File: src/rtl/vga_fb_reader.sv
// vga_fb_reader
//   Scans a 640x480 @ 60 Hz VGA raster (800x525 total, pixel clock = clk/2)
//   and fetches a 256x256 RGB332 image from a framebuffer through a memory
//   read port with one-clk synchronous latency. The image occupies the
//   top-left corner of the active area; the rest of the active area is black.
//
// Ports
//   clk          system clock (50 MHz nominal)
//   reset        synchronous, active-high
//   vga_addr     framebuffer byte address for the current (h,v), combinational
//   vga_data     RGB332 pixel returned one clk after vga_addr
//   pix_en       pixel strobe, high every second clk
//   hsync/vsync  active-low sync pulses
//   blank_n      high only inside the 640x480 active area
//   vga_r/g/b    8-bit colour, RGB332 expanded by bit replication
//   frame_start  one-clk pulse after the raster wraps from (799,524) to (0,0)
`timescale 1ns/1ps
module vga_fb_reader #(
  parameter logic [31:0] FB_BASE = 32'h0000_0000
) (
  input  logic        clk,
  input  logic        reset,
  output logic [31:0] vga_addr,
  input  logic [7:0]  vga_data,
  output logic        pix_en,
  output logic        hsync,
  output logic        vsync,
  output logic        blank_n,
  output logic [7:0]  vga_r,
  output logic [7:0]  vga_g,
  output logic [7:0]  vga_b,
  output logic        frame_start
);

  localparam logic [9:0] H_ACTIVE = 10'd640;
  localparam logic [9:0] H_SYNC_S = 10'd656;
  localparam logic [9:0] H_SYNC_E = 10'd751;
  localparam logic [9:0] H_LAST   = 10'd799;
  localparam logic [9:0] V_ACTIVE = 10'd480;
  localparam logic [9:0] V_SYNC_S = 10'd490;
  localparam logic [9:0] V_SYNC_E = 10'd491;
  localparam logic [9:0] V_LAST   = 10'd524;
  localparam logic [9:0] IMG_DIM  = 10'd256;

  // RGB332 -> RGB888 by replicating the high bits into the low bits, so that
  // full-scale codes map to 8'hFF and zero stays zero.
  function automatic logic [23:0] rgb332_expand(input logic [7:0] d);
    return {d[7:5], d[7:5], d[7:6],
            d[4:2], d[4:2], d[4:3],
            d[1:0], d[1:0], d[1:0], d[1:0]};
  endfunction

  logic       pix_en_q, pix_en_d;
  logic [9:0] h_q, h_d;
  logic [9:0] v_q, v_d;
  logic       hsync_q, hsync_d;
  logic       vsync_q, vsync_d;
  logic       blank_n_q, blank_n_d;
  logic [7:0] r_q, r_d;
  logic [7:0] g_q, g_d;
  logic [7:0] b_q, b_d;
  logic       frame_q, frame_d;

  logic       h_wrap, v_wrap, active, in_img;
  logic [23:0] rgb;

  // The address follows the counters directly; the memory registers it on
  // the pix_en=0 edge, so the data is ready on the following pix_en=1 edge.
  assign vga_addr = FB_BASE + {16'h0000, v_q[7:0], h_q[7:0]};

  assign h_wrap = (h_q == H_LAST);
  assign v_wrap = (v_q == V_LAST);
  assign active = (h_q < H_ACTIVE) && (v_q < V_ACTIVE);
  assign in_img = (h_q < IMG_DIM) && (v_q < IMG_DIM);
  assign rgb    = rgb332_expand(vga_data);

  always_comb begin
    pix_en_d  = ~pix_en_q;
    h_d       = h_q;
    v_d       = v_q;
    hsync_d   = hsync_q;
    vsync_d   = vsync_q;
    blank_n_d = blank_n_q;
    r_d       = r_q;
    g_d       = g_q;
    b_d       = b_q;
    frame_d   = 1'b0;
    if (pix_en_q) begin
      // Capture the outputs for the current (h,v), then advance past it.
      hsync_d   = !((h_q >= H_SYNC_S) && (h_q <= H_SYNC_E));
      vsync_d   = !((v_q >= V_SYNC_S) && (v_q <= V_SYNC_E));
      blank_n_d = active;
      if (active && in_img) begin
        r_d = rgb[23:16];
        g_d = rgb[15:8];
        b_d = rgb[7:0];
      end else begin
        r_d = 8'h00;
        g_d = 8'h00;
        b_d = 8'h00;
      end
      frame_d = h_wrap && v_wrap;
      h_d     = h_wrap ? 10'd0 : h_q + 10'd1;
      if (h_wrap) begin
        v_d = v_wrap ? 10'd0 : v_q + 10'd1;
      end
    end
  end

  always_ff @(posedge clk) begin
    if (reset) begin
      pix_en_q  <= 1'b0;
      h_q       <= 10'd0;
      v_q       <= 10'd0;
      hsync_q   <= 1'b1;
      vsync_q   <= 1'b1;
      blank_n_q <= 1'b0;
      r_q       <= 8'h00;
      g_q       <= 8'h00;
      b_q       <= 8'h00;
      frame_q   <= 1'b0;
    end else begin
      pix_en_q  <= pix_en_d;
      h_q       <= h_d;
      v_q       <= v_d;
      hsync_q   <= hsync_d;
      vsync_q   <= vsync_d;
      blank_n_q <= blank_n_d;
      r_q       <= r_d;
      g_q       <= g_d;
      b_q       <= b_d;
      frame_q   <= frame_d;
    end
  end

  assign pix_en      = pix_en_q;
  assign hsync       = hsync_q;
  assign vsync       = vsync_q;
  assign blank_n     = blank_n_q;
  assign vga_r       = r_q;
  assign vga_g       = g_q;
  assign vga_b       = b_q;
  assign frame_start = frame_q;

endmodule

File: config.mk
export PLATFORM = sky130hd
export DESIGN_NAME = vga_fb_reader
export DESIGN_NICKNAME = d
export VERILOG_FILES = /design/src/rtl/vga_fb_reader.sv
export SDC_FILE = /design/constraint.sdc
export NUM_CORES = 1
export LEC_CHECK = 0
export BUFFER_PORTS_ARGS = -buffer_cell sky130_fd_sc_hd__buf_4
export CAP_MARGIN = 40
export CORE_MARGIN = 5
export CORE_UTILIZATION = 39
export DETAILED_ROUTE_END_ITERATION = 8
export PLACE_DENSITY = 0.66
export SLEW_MARGIN = 10
export SYNTH_ARGS = -nofsm -noshare
export SYNTH_HDL_FRONTEND = slang
export SYNTH_SLANG_ARGS = --single-unit
File: constraint.sdc
create_clock -name clk -period 2.8 [get_ports clk]
set_clock_uncertainty 0.2 [all_clocks]
set_input_delay 0.56 -clock clk [delete_from_list [all_inputs] [get_ports clk]]
set_output_delay 0.56 -clock clk [all_outputs]
set_load 0.005 [all_outputs]
==> results.cfg, run 1 <==
[global_routing]
grt-ovfl-total = 0
grt_max_degree = 19
grt_pass1_vias = 1236
antenna_found_initial = 0
grt_use_total = 0.121
grt_pass1_wl_mm = 6.09

[worst_setup_path]
crit_arrival_ps = 2520
slowest_stage = or4b_1
critPathCaptureType = flop
path_cells = or4b_1, or3_1, or4_4, a21oi_2
crit_fanout = 8
startpoint = h_q[4]
slowest_delay_ps = 600
start_kind = flop
criticalPathCategory = flop to flop
required_ps = 2820
r2r-start = h_q[4]

[die]
pin_count = 71
die-area_mm2 = 0.00609
core-area_mm2 = 0.00441
die_y_um = 78.0
rows = 24
start_util = 0.409
die_w_um = 78.0

[detailed_routing]
topRoutingLayerUsed = met4
num_vias = 1367
ant_nets = 0
routed_via_density = 4.85
met3_length_um = 301
drtPass1Iterations = 4
wl_met2_mm = 1.68
drt_iter0_markers = 91
drt-total-wl_mm = 3.75
drc = 0
wl_met1_mm = 1.69
wl_per_cell_um = 13.3

[cts]
clk_pin_slew_ps = 70
tritoncts = done
postCtsResizedCells = 0
clockRootBuffer = clkbuf_8
cts.path.max_buffers = 2
post_cts_buffers = 0
cts_buffers = 5
cts-htree-levels = 2
clock_latency_ps = 290
clock-sinks = 33
hold_buffers = 0

[synthesis]
synth_edf_count = 0
postSynth.asyncResetShare = 0
yosysTopAreaCell = dfxtp_1
synth-main-ff-cell = dfxtp_1
ys_ff_latch = 33
synthTopCellsByArea = dfxtp_1, buf_4, a22o_1
yosysWarnings = 0
syn_area_mm2 = 0.00181
syn_area_per_cell_um2 = 8.81
ys_types = 40
yosys.area_share.xor_xnor = 0.0631
synth_compound_area_frac = 0.106
seq_area_frac_synth = 0.366
synthCells = 205
synth_top_family_by_area = buffers and inverters
synthSimpleGateAreaFrac = 0.191
synthAdderAreaFrac = 0.0277
synthMuxAreaShare = 0.0118
synth_top_area_frac = 0.366

[timing]
maxSlewHeadroom = 0.540
setup_viol = 0
post-route-min-period_ps = 2500
timing.setup.tns_ps = 0
max_freq_ghz = 0.400
final.setup.worst_slack_ps = 298
worst_pin_slew_ps = 688
rsz0062_at_grt = false
drv_slew = 0
finalCritPeriodShare = 0.894
finalHoldViolations = 0

[final_layout]
diodes = 0
drive_above_1_share = 0.304
mostFrequentLayoutCell = buf_4
final_cell_mix = buf_4, dfxtp_1, conb_1
fill_cells = 435
ff_latch_area_um2 = 661
fin_nets = 243
multi_input_area_um2 = 782
syn_to_final_growth_pct = 15.5

[place]
portBuffers = 54
dp_slack_ps = 337
place_congestion = 0.803
dp_hpwl_mm = 2.79

[power]
irDropWorstVdd_uv = 185
powerDensity_mw_per_mm2 = 500
leakagePower_nw = 0.871

[outcome]
outcome = complete, no violations

[hold_path]
hold_path.class = flop to flop
holdCritStartpoint = blank_n

[job]
drv_cap = 0
-- critical path, delay by kind of cell, from the launching register on --
| kind | cells | cell delay [ps] |
|---|---|---|
| AOI/OAI and AO/OA | 1 | 130 |
| DFF | 1 | 450 |
| and+or+nand+nor | 3 | 1640 |
-- power by group --
| group | leakage [nW] | internal, W | switching, W |
|---|---|---|---|
| Combinational | 0.545 | 0.0000481 | 0.0000350 |
| Clock | 0.0585 | 0.000290 | 0.000176 |
| Sequential | 0.268 | 0.000481 | 0.0000124 |
| Total | 0.871 | 0.000819 | 0.000223 |
-- cell usage after synthesis, types with 2 or more instances --
library cell / n
a21oi_1: 6
nor4_1: 5
nor3_1: 11
buf_2: 2
inv_1: 7
xor2_1: 5
clkbuf_1: 6
dfxtp_1: 33
or3_1: 2
and4_1: 2
nand2b_1: 2
a22o_1: 9
nand3_1: 8
o21ai_0: 2
nand2_1: 5
xnor2_1: 8
nand4_1: 6
nor2_1: 14
ha_1: 4
buf_4: 48
-- metal layers --
layer | vias to the layer above | track usage
met5 | - | 0
met4 | 0 | 0.0642
met3 | 8 | 0.0423
met2 | 49 | 0.179
met1 | 617 | 0.156
li1 | 693 | -
-- final cells by class --
| type | instances | share of cell area |
|---|---|---|
| Multi-Input combinational cell | 124 | 0.375 |
| Sequential cell | 33 | 0.317 |
| Timing Repair Buffer | 58 | 0.209 |
| Clock buffer | 7 | 0.0414 |
| Tap cell | 52 | 0.0312 |
| Clock inverter | 1 | 0.0144 |
| Inverter | 7 | 0.0126 |
-- sequential cells by signal, summed over array words and instances, names as in the netlist --
name and flops:
vga_g 3, h_q 10, hsync 1, vsync 1, pix_en 1, frame_start 1
vga_r 3, v_q 10, blank_n 1, vga_b 2
-- worst paths after layout --
path,slack [ps],depth (start not counted),end
worst min-delay path,270,2,blank_n
worst min register to register,270,2,blank_n
worst max-delay path,300,4,v_q[6]
worst max register to register,300,4,v_q[6]
-- cell families after synthesis --
family	Yosys count
other cells	1
buf+inv	63
fa+ha+maj	4
simple gates	63
xor+xnor	13
mux	2
compound gates	26
flops	33
-- per-stage QoR --
stage,instance area (µm²),total power [W],util,instances,hold slack [ps]
6_report,2090,0.00104,0.473,282,271
5_1_grt,2090,0.00108,0.473,282,271
4_1_cts,2090,0.00105,0.473,282,271
3_5_place_dp,1970,0.000588,0.446,274,261
3_3_place_gp,1970,0.000587,0.446,274,262
2_1_floorplan,1860,0.000570,-,220,267
Power figures use the tool's default switching activity.
==> run 2, diff against run 1 <==
--- a/config.mk
+++ b/config.mk
@@ -10,7 +10,7 @@
 export CORE_MARGIN = 5
 export CORE_UTILIZATION = 39
 export DETAILED_ROUTE_END_ITERATION = 8
-export PLACE_DENSITY = 0.66
+export PLACE_DENSITY = 0.71
 export SLEW_MARGIN = 10
 export SYNTH_ARGS = -nofsm -noshare
 export SYNTH_HDL_FRONTEND = slang
==> constraint.sdc (replaced) <==
create_clock -name clk -period 2.05 [get_ports clk]
set_clock_uncertainty 0.2 [all_clocks]
set_input_delay 0.41 -clock clk [delete_from_list [all_inputs] [get_ports clk]]
set_output_delay 0.41 -clock clk [all_outputs]
set_load 0.005 [all_outputs]
==> results.cfg, run 2 (synthesized netlist as in run 1, its figures left out) <==
[outcome]
outcome = complete, no violations

[worst_setup_path]
rr_worst_depth = 4
r2r_end = v_q[6]
path_cells = or4b_4, or3_4, or4_4, a21oi_2
slowest_delay_ps = 530
critPathCaptureType = flop
crit_fanout = 5
slowest_stage = or4b_4
crit_arrival_ps = 2070
start_kind = flop
r2r_slack_ps = 4
startpoint = h_q[7]
r2r-start = h_q[7]
criticalPathCategory = flop to flop
required_ps = 2070

[timing]
finalCritPeriodShare = 0.998
whs_ps = 136
drv_slew = 0
max_freq_ghz = 0.489
rsz0062_at_grt = true
final.setup.worst_slack_ps = 4.27
finalHoldViolations = 0
setup_viol = 0
post-route-min-period_ps = 2050

[hold_path]
holdCritStartpoint = vga_data[6]
hold_path.class = primary input to flop
hold_path_depth = 2
holdPathEnd = vga_r[6]

[cts]
clock-sinks = 33
clk_pin_slew_ps = 60
cts-htree-levels = 2
cts_buffers = 5
cts.path.max_buffers = 2
clock_latency_ps = 280
tritoncts = done
clockRootBuffer = clkbuf_8

[place]
dp_slack_ps = -57.9
dp_hpwl_mm = 3.00
portBuffers = 54
place_congestion = 0.777

[final_layout]
multi_input_area_um2 = 811
final_core_utilization = 0.508
syn_to_final_growth_pct = 24.1
mostFrequentLayoutCell = buf_4
drive_above_1_share = 0.382
ff_latch_area_um2 = 663
fill_cells = 419
top_regs = h_q x10, v_q x10
diodes = 0
final_cell_mix = buf_4, dfxtp_1, conb_1
fin_nets = 263

[detailed_routing]
drt_iter0_markers = 78
drtPass1Iterations = 4
drt-total-wl_mm = 3.91
drc = 0
ant_nets = 0
wl_per_cell_um = 13.0
routed_via_density = 4.83
num_vias = 1454

[power]
irDropWorstVdd_uv = 284
powerDensity_mw_per_mm2 = 569
leakagePower_nw = 0.983

[die]
rows = 24
die_w_um = 78.0
die_y_um = 78.0
pin_count = 71
start_util = 0.409
die-area_mm2 = 0.00609
core-area_mm2 = 0.00441

[global_routing]
grt_use_total = 0.127
grt-ovfl-total = 0
antenna_found_initial = 0
grt_pass1_vias = 1342
grt_pass1_wl_mm = 6.28
grt_max_degree = 19

[job]
drv_cap = 0
[run 2: through the flow]
step	total power (W)	area (µm²)	TNS [ps]	instances
after floorplan	0.000779	1870	-1460	220
after global placement	0.000809	2110	-30.6	292
after detailed placement	0.000812	2110	-119	292
after CTS	0.00130	2210	0	299
after global routing	0.00134	2240	-78.2	301
final	0.00127	2240	0	301
[run 2: how the worst max path moves through the flow]
stage / to / depth (start not counted)
global placement: v_q[7] / 6
global route: v_q[7] / 6
finish: v_q[6] / 4
floorplan: v_q[6] / 6
CTS: v_q[6] / 4
detailed placement: v_q[9] / 6
[run 2: repair_timing]
action / 4_1_cts / 5_1_grt
resized for setup: 3 / 3
setup buffers: 0 / 2
pin swaps: 0 / 1
setup endpoints to repair: 3 / 9
hold buffers: 0 / 0
[run 2: per-layer routing]
metal | part of all wire | track usage | vias up | wire length (µm)
li1 | - | - | 730 | -
met1 | 0.40 | 0.149 | 666 | 1580
met2 | 0.48 | 0.205 | 53 | 1890
met3 | 0.089 | 0.0435 | 5 | 349
met4 | 0.023 | 0.0659 | 0 | 88
met5 | 0 | 0 | - | 0
[run 2: final cells by class]
cell class,instances,area share
Clock buffer,7,0.0385
Inverter,7,0.0117
Multi-Input combinational cell,124,0.362
Sequential cell,33,0.296
Tap cell,52,0.0290
Timing Repair Buffer,78,0.263
[run 2: critical path: cells and delay by family, from the launching register on]
kind / cells / cell delay, ps
compound gates: 1 / 110
simple gates: 3 / 1360
flops: 1 / 320
[run 2: where the power goes]
group | internal, W | switching, W | total [W] | leakage [nW]
sequential | 0.000657 | 0.0000128 | 0.000670 | 0.269
clock | 0.000266 | 0.000213 | 0.000479 | 0.0443
combinational | 0.0000719 | 0.0000545 | 0.000126 | 0.669
